File: src/rtl/programmable_clock_divider.sv
// rtl/programmable_clock_divider.sv - runtime-programmable clock divider with tick and registered divided clock
module programmable_clock_divider #(
  parameter int DIV_W     = 16,
  parameter int RESET_DIV = 64
) (
  input  logic             clk,
  input  logic             rst,
  input  logic             enable,
  input  logic             cfg_valid,
  input  logic [DIV_W-1:0] cfg_div,
  output logic             cfg_ready,
  output logic             tick,
  output logic             clk_div,
  output logic [DIV_W-1:0] active_div
);

  typedef enum logic [1:0] {
    IDLE           = 2'd0,
    RUN            = 2'd1,
    SWITCH_PENDING = 2'd2
  } state_t;

  localparam logic [DIV_W-1:0] ONE     = DIV_W'(1);
  localparam logic [DIV_W-1:0] TWO     = DIV_W'(2);
  localparam logic [DIV_W-1:0] RESET_N = DIV_W'(RESET_DIV);

  state_t           state_q, state_n;
  logic [DIV_W-1:0] cnt_q, cnt_n;
  logic [DIV_W-1:0] active_n;
  logic [DIV_W-1:0] pend_div_q, pend_div_n;
  logic             pend_vld_q, pend_vld_n;
  logic             tick_n, clk_div_n;
  logic             running, wrap, accept;
  logic [DIV_W-1:0] last_n, half_n;

  assign cfg_ready = !pend_vld_q;

  always_ff @(posedge clk or posedge rst) begin
    if (rst) begin
      state_q    <= IDLE;
      cnt_q      <= '0;
      active_div <= RESET_N;
      pend_div_q <= '0;
      pend_vld_q <= 1'b0;
      tick       <= 1'b0;
      clk_div    <= 1'b0;
    end else begin
      state_q    <= state_n;
      cnt_q      <= cnt_n;
      active_div <= active_n;
      pend_div_q <= pend_div_n;
      pend_vld_q <= pend_vld_n;
      tick       <= tick_n;
      clk_div    <= clk_div_n;
    end
  end

  // tick and clk_div are computed from the next cnt/divisor so the flops
  // line up with the counter value of the cycle they are visible in.
  always_comb begin
    running    = (state_q != IDLE);
    wrap       = running && (cnt_q == active_div - ONE);
    accept     = cfg_valid && !pend_vld_q;
    active_n   = active_div;
    pend_div_n = pend_div_q;
    pend_vld_n = pend_vld_q;
    cnt_n      = '0;

    if (pend_vld_q && (!running || wrap)) begin
      active_n   = pend_div_q;
      pend_vld_n = 1'b0;
    end

    if (accept) begin
      pend_vld_n = 1'b1;
      pend_div_n = (cfg_div == '0) ? ONE : cfg_div;
    end

    if (enable && running && !wrap) begin
      cnt_n = cnt_q + ONE;
    end

    if (!enable) begin
      state_n = IDLE;
    end else if (pend_vld_n) begin
      state_n = SWITCH_PENDING;
    end else begin
      state_n = RUN;
    end

    last_n    = active_n - ONE;
    half_n    = active_n >> 1;
    tick_n    = enable && (cnt_n == last_n);
    clk_div_n = enable && (active_n >= TWO) && (cnt_n >= half_n);
  end

endmodule

File: config.mk
export PLATFORM = sky130hd
export DESIGN_NAME = programmable_clock_divider
export DESIGN_NICKNAME = d
export VERILOG_FILES = /design/src/rtl/programmable_clock_divider.sv
export SDC_FILE = /design/constraint.sdc
export NUM_CORES = 1
export LEC_CHECK = 0
export ABC_AREA = 1
export BUFFER_PORTS_ARGS = -buffer_cell sky130_fd_sc_hd__buf_2
export CAP_MARGIN = 20
export CORE_UTILIZATION = 30
export CTS_BUF_LIST = sky130_fd_sc_hd__clkbuf_8
export CTS_CLUSTER_DIAMETER = 60
export DETAILED_ROUTE_END_ITERATION = 7
export PLACE_DENSITY = 0.44
export SLEW_MARGIN = 15
export SYNTH_ARGS = -nofsm -noshare
export SYNTH_HDL_FRONTEND = slang
export SYNTH_SLANG_ARGS = --single-unit
File: constraint.sdc
create_clock -name clk -period 5.4 [get_ports clk]
set_input_delay 1.08 -clock clk [delete_from_list [all_inputs] [get_ports clk]]
set_output_delay 1.08 -clock clk [all_outputs]
set_load 0.03 [all_outputs]
==> impl_metrics.yaml, run 1 <==
synthesis:
  synth_nets: 669
  synth-adder-area-share: 0.05643
  yosys-mux-area-fraction: 0
  synth_compound_area_frac: 0.04663
  synthSimpleGateAreaFrac: 0.4262
  yosysWarnings: 0
  yosysSeqAreaShare: 0.3151
  syn_inst: 630
  postSynthAreaPerCell_um2: 6.687
  ys_ff_latch: 53
  netlist_area_um2: 4213
  yosys.cell_types.count: 35
  async_flop_share: 1.000
  synth_top_family_by_area: "simple AND/OR/NAND/NOR gates"
  synth-edff-count: 0
  ys.flop_type: "dfrtp_1"
  synth_xor_area_frac: 0.05435
pwr:
  powerDensity_nw_per_um2: 513.9
  peakVddDrop_mv: 0.1466
  p_leak_nw: 2.469
die:
  io_pins: 39
  initial_core_util: 0.3132
  die-area_um2: 14520
  die-height_um: 120.5
  num_rows: 42
  chipWidth_um: 120.5
  core_um2: 13450
cells_and_area:
  final-seq-area_um2: 1328
  syn_to_final_growth_pct: 11.05
  final_nets: 707
  layout-drive-gt1-share: 0.1345
  multi_input_area_um2: 2459
  fillers: 1531
  fin_area_um2: 4678
  stdcell_count: 845
  antenna_cells: 0
  final_core_utilization: 0.3477
clock_network:
  cts_setup_buffers: 0
  htree_levels: 2
  ctsLongestPathBuffers: 2
  post_cts_resized: 0
  clk_pin_slew_ns: 0.11
  hold_buffers: 0
  clock_sinks: 53
  clock-root-buffer: "clkbuf_8"
  clock_latency_ns: 0.33
  cts_tree: "yes"
  numCtsBuffers: 5
sta:
  fin_crit_sh: 0.7948
  finalSetupTns_ns: 0
  hold_viol: 0
  drv_slew: 0
  tightest_slew_ns: 0.6946
  clock.fmax_mhz: 233.0
  finalCriticalPeriod_ns: 4.292
  rsz0062_at_grt: "no"
  finalSetupViolCount: 0
  hold_ws_ns: 0.5101
  max_slew_margin: 0.5370
  fin_worst_skew_ns: 0.009551
routing:
  vias_per_cell: 4.593
  ant_nets: 0
  drc: 0
  wl_mm: 12.22
  vias: 3881
  drtPass1Iterations: 5
  post_drt_wl_per_cell_um: 14.46
  drtIter0Drc: 165
setup_path:
  critPathMaxStageDelay_ns: 0.42
  cp_data_required_time_ns: 5.59
  critical_path_class: "flip-flop to flip-flop"
  cp_slowest_cell: "dfrtp_1"
  crit_path_frequent_cell: "nand2_1"
  critPathLaunchType: "flip-flop"
  cp-end-kind: "flip-flop"
  crit_fanout: 23
  arrival_ns: 4.48
place:
  routabilityCongestion: 0.8764
  io_buffers: 38
  hpwl_mm: 10.13
  dpl_cell_area_um2: 4583
  dp_cells: 837
global_routing:
  grt_pass1_wl_mm: 19.84
  antenna_found_initial: 0
  track_usage: 0.1776
  grt_max_degree: 54
  overflow: 0
  grt_pass1_vias: 3737
min_path:
  hp-class: "flip-flop to flip-flop"
outcome:
  outcome: "finished clean"
flow_run:
  cap_violations: 0
-- sequential cells by signal (all words and copies together) (netlist names) --
| name | flops |
|---|---|
| cnt_q | 16 |
| tick | 1 |
| pend_div_q | 16 |
| pend_vld_q | 1 |
| state_q | 2 |
| clk_div | 1 |
| active_div | 16 |
-- stage by stage --
| stage | power (mW) | setup slack (ns) |
|---|---|---|
| after floorplan | 1.777 | 1.710 |
| after global placement | 2.175 | 1.153 |
| after detailed placement | 2.180 | 1.061 |
| after CTS | 2.437 | 1.050 |
| after global routing | 2.648 | 0.6296 |
| final | 2.404 | 1.108 |
-- cells in the mapped netlist, types with 2 or more instances --
library cell,number,area share
nand4_1,10,0.015
xnor2_1,8,0.017
buf_4,2,0.0036
xnor3_1,2,0.011
nor4_1,6,0.0089
nand2_1,199,0.18
nand2_2,12,0.018
dfrtp_1,52,0.31
buf_2,2,0.0024
clkbuf_1,4,0.0036
nor3_1,5,0.0059
nor2_1,66,0.059
nand2_4,3,0.0080
buf_6,2,0.0053
a21oi_1,4,0.0048
inv_1,95,0.085
o21ai_0,25,0.030
xor2_1,13,0.027
nor2_2,5,0.0074
nand3b_1,11,0.020
nand3_1,58,0.069
ha_1,19,0.056
nand3_2,6,0.014
or2_2,4,0.0059
nor2_4,6,0.016
inv_2,2,0.0018
-- report_power, final --
group	internal [mW]	leakage, nW	switching [mW]
Combinational	0.454	1.75	1.03
Clock	0.0950	0.0487	0.150
Sequential	0.527	0.670	0.148
Total	1.08	2.47	1.33
-- area by class of cell --
type / instances / area share
multi-input combinational: 470 / 0.5255
sequential: 53 / 0.2838
inverter: 97 / 0.07783
tap: 176 / 0.04707
clock buffer: 5 / 0.01471
timing repair buffer: 41 / 0.04547
clock inverter: 3 / 0.005616
-- metal layers --
metal | global-route usage | wire length [µm] | vias up
met5 | 0 | 0 | -
met4 | 0.03549 | 117 | 0
met3 | 0.01745 | 306 | 9
met2 | 0.2949 | 5648 | 53
met1 | 0.2501 | 6145 | 1770
li1 | - | - | 2049
-- logic make-up after synthesis --
group	count (synthesis)
buffers and inverters	107
AOI/OAI and AO/OA	36
xor gates and xnor gates	23
and+or+nand+nor	392
DFF	53
adders and majority gates	19
-- worst max-delay path, delay by kind of cell (launching register included) --
| family | cells | cell delay (ns) |
|---|---|---|
| AND/OR/NAND/NOR | 22 | 2.25 |
| AO/OA/AOI/OAI | 6 | 0.72 |
| adder cells (fa/ha/maj) | 2 | 0.50 |
| flip-flops | 1 | 0.42 |
| buffers and inverters | 2 | 0.24 |
-- final timing paths --
path / from / to / slack, ns / cells after the start
worst min register to register: pend_div_q[6] / pend_div_q[6] / 0.51 / 2
max in group asynchronous: rst / cnt_q[2] / 4.01 / 3
min in group asynchronous: rst / pend_div_q[14] / 0.93 / 3
worst max-delay path: active_div[0] / clk_div / 1.11 / 32
worst min-delay path: pend_div_q[6] / pend_div_q[6] / 0.51 / 2
worst max register to register: active_div[0] / clk_div / 1.11 / 32
-- placed cells by master, fill, tap and decap left out --
master,netlist,final
a211oi_1,1,1
a21boi_0,1,1
a21o_1,1,1
a21oi_1,4,4
a22oi_1,1,1
a311oi_1,1,1
buf_2,2,38
buf_4,2,3
clkbuf_8,0,5
clkinv_4,0,2
dfrtp_1,52,52
dfstp_2,1,1
ha_1,19,19
inv_1,95,94
inv_2,2,3
inv_6,0,1
nand2_1,199,199
nand2_2,12,12
nand2_4,3,3
nand3_1,58,58
nand3_2,6,6
nand3b_1,11,11
nand4_1,10,10
nor2_1,66,66
nor2_2,5,5
nor2_4,6,6
nor3_1,5,5
nor3_2,1,1
nor4_1,6,6
o21a_1,1,1
o21ai_0,25,25
o21ai_1,1,1
or2_2,4,4
xnor2_1,8,8
xnor3_1,2,2
xor2_1,13,13
Power figures use the tool's default switching activity.
==> run 2: changes to the inputs <==
clock period = 3.97 ns   (was 5.4 ns; I/O delays follow)
==> impl_metrics.yaml, run 2 (same netlist as run 1, synthesis figures left out) <==
sta:
  max_slew_margin: 0.3931
  drv_slew: 0
  finalCriticalPeriod_ns: 3.581
  clock.fmax_mhz: 279.3
  finalSetupViolCount: 0
  final.setup.worst_slack_ns: 0.3895
  hold_viol: 0
  tightest_slew_ns: 0.9090
  fin_crit_sh: 0.9019
  fin_worst_skew_ns: 0.01762
clock_network:
  clock_sinks: 53
  clk_pin_slew_ns: 0.11
  hold_buffers: 0
  htree_levels: 2
  ctsLongestPathBuffers: 2
  clock-root-buffer: "clkbuf_8"
  cts_tree: "yes"
  numCtsBuffers: 5
  clock_latency_ns: 0.32
cells_and_area:
  layout_common_cells: "198 x nand2_1, 91 x inv_1, 58 x nand3_1, 55 x nor2_1, 46 x dfrtp_1"
  final_core_utilization: 0.3676
  largestRegisters: "active_div x16, cnt_q x16, pend_div_q x16"
  syn_to_final_growth_pct: 17.37
  layout-drive-gt1-share: 0.1991
  antenna_cells: 0
  fillers: 1524
  final_nets: 731
  layout_commonest_cell: "nand2_1"
routing:
  ant_nets: 0
  wl_mm: 12.80
  drtIter0Drc: 218
  drc: 0
  vias_per_cell: 4.605
  post_drt_wl_per_cell_um: 14.73
  drtPass1Iterations: 4
  vias: 4002
die:
  initial_core_util: 0.3132
  chipWidth_um: 120.5
  num_rows: 42
  io_pins: 39
  die-height_um: 120.5
  core_um2: 13450
  die-area_um2: 14520
setup_path:
  cp_slowest_cell: "dfrtp_1"
  worst_r2r_startpoint: "active_div[0]"
  rrSetupSlack_ns: 0.39
  worstRegToRegCells: 32
  cp-end-kind: "flip-flop"
  critPathBufInv: 2
  critPathLaunchType: "flip-flop"
  crit_path_frequent_cell: "nand2_1"
  critical_path_class: "flip-flop to flip-flop"
  arrival_ns: 3.79
  crit_fanout: 6
  cp_data_required_time_ns: 4.18
  r2r-end: "clk_div"
  critPathMaxStageDelay_ns: 0.43
  cpLargestDelayFamily: "simple AND/OR/NAND/NOR gates"
pwr:
  powerDensity_nw_per_um2: 711.2
  p_leak_nw: 2.587
  peakVddDrop_mv: 0.2391
global_routing:
  grt_max_degree: 43
  antenna_found_initial: 0
  overflow: 0
  track_usage: 0.1872
  grt_pass1_vias: 3957
  grt_pass1_wl_mm: 20.84
min_path:
  holdPathStages: 2
  hold_end: "pend_div_q[14]"
  hp-class: "flip-flop to flip-flop"
  holdCritStartpoint: "pend_div_q[14]"
outcome:
  outcome: "finished clean"
place:
  pre_cts_slack_ns: 0.03010
  io_buffers: 38
  routabilityCongestion: 0.8536
  hpwl_mm: 10.80
flow_run:
  cap_violations: 0
==> run 2: worst max path at each step <==
stage	start	cells past startpoint	endpoint
final	active_div[0]	32	clk_div
after global routing	active_div[6]	30	clk_div
after CTS	active_div[1]	32	clk_div
after detailed placement	active_div[1]	32	clk_div
after global placement	active_div[1]	32	clk_div
after floorplan	active_div[0]	31	clk_div
==> run 2: timing repair <==
action,in CTS,in global routing
endpoints found under the setup margin,0,2
endpoints found under the hold margin,0,0
resized for setup,0,31
setup buffers,0,8
==> run 2: per-layer routing <==
metal | vias to the layer above | part of all wire | GRT usage
li1 | 2104 | - | -
met1 | 1827 | 0.53 | 0.2680
met2 | 65 | 0.45 | 0.3075
met3 | 6 | 0.021 | 0.01887
met4 | 0 | 0.0074 | 0.03241
met5 | - | 0 | 0
==> run 2: power breakdown <==
group	switching (mW)	internal, mW
Combinational	1.49	0.758
Sequential	0.215	0.723
Clock	0.199	0.128
==> run 2: per-stage QoR <==
| step | cell area, µm² | setup TNS (ns) | hold slack (ns) | std cells | power [mW] |
|---|---|---|---|---|---|
| after detailed placement | 4703 | 0 | 0.4822 | 853 | 3.074 |
| after global routing | 4945 | -0.006152 | 0.5244 | 869 | 3.846 |
| after CTS | 4797 | 0 | 0.5096 | 861 | 3.412 |
| final | 4945 | 0 | 0.5092 | 869 | 3.517 |
| after global placement | 4703 | 0 | 0.4826 | 853 | 3.070 |
| after floorplan | 4213 | 0 | 0.4367 | 630 | 2.417 |
==> run 2: worst register-to-register path, delay by kind of cell (launching register included) <==
kind | cells | cell delay [ns]
adders and majority gates | 2 | 0.40
and+or+nand+nor | 22 | 1.75
AOI/OAI and AO/OA | 6 | 0.70
DFF | 1 | 0.43
buffers and inverters | 2 | 0.20
==> run 2: cell type report <==
type / count / area (µm²) / area share
Multi-Input combinational cell: 470 / 2539 / 0.5134
Sequential cell: 53 / 1335 / 0.2700
Timing Repair Buffer: 65 / 392.9 / 0.07945
Inverter: 97 / 364.1 / 0.07363
Tap cell: 176 / 220.2 / 0.04453
Clock buffer: 5 / 68.82 / 0.01392
Clock inverter: 3 / 25.02 / 0.005061
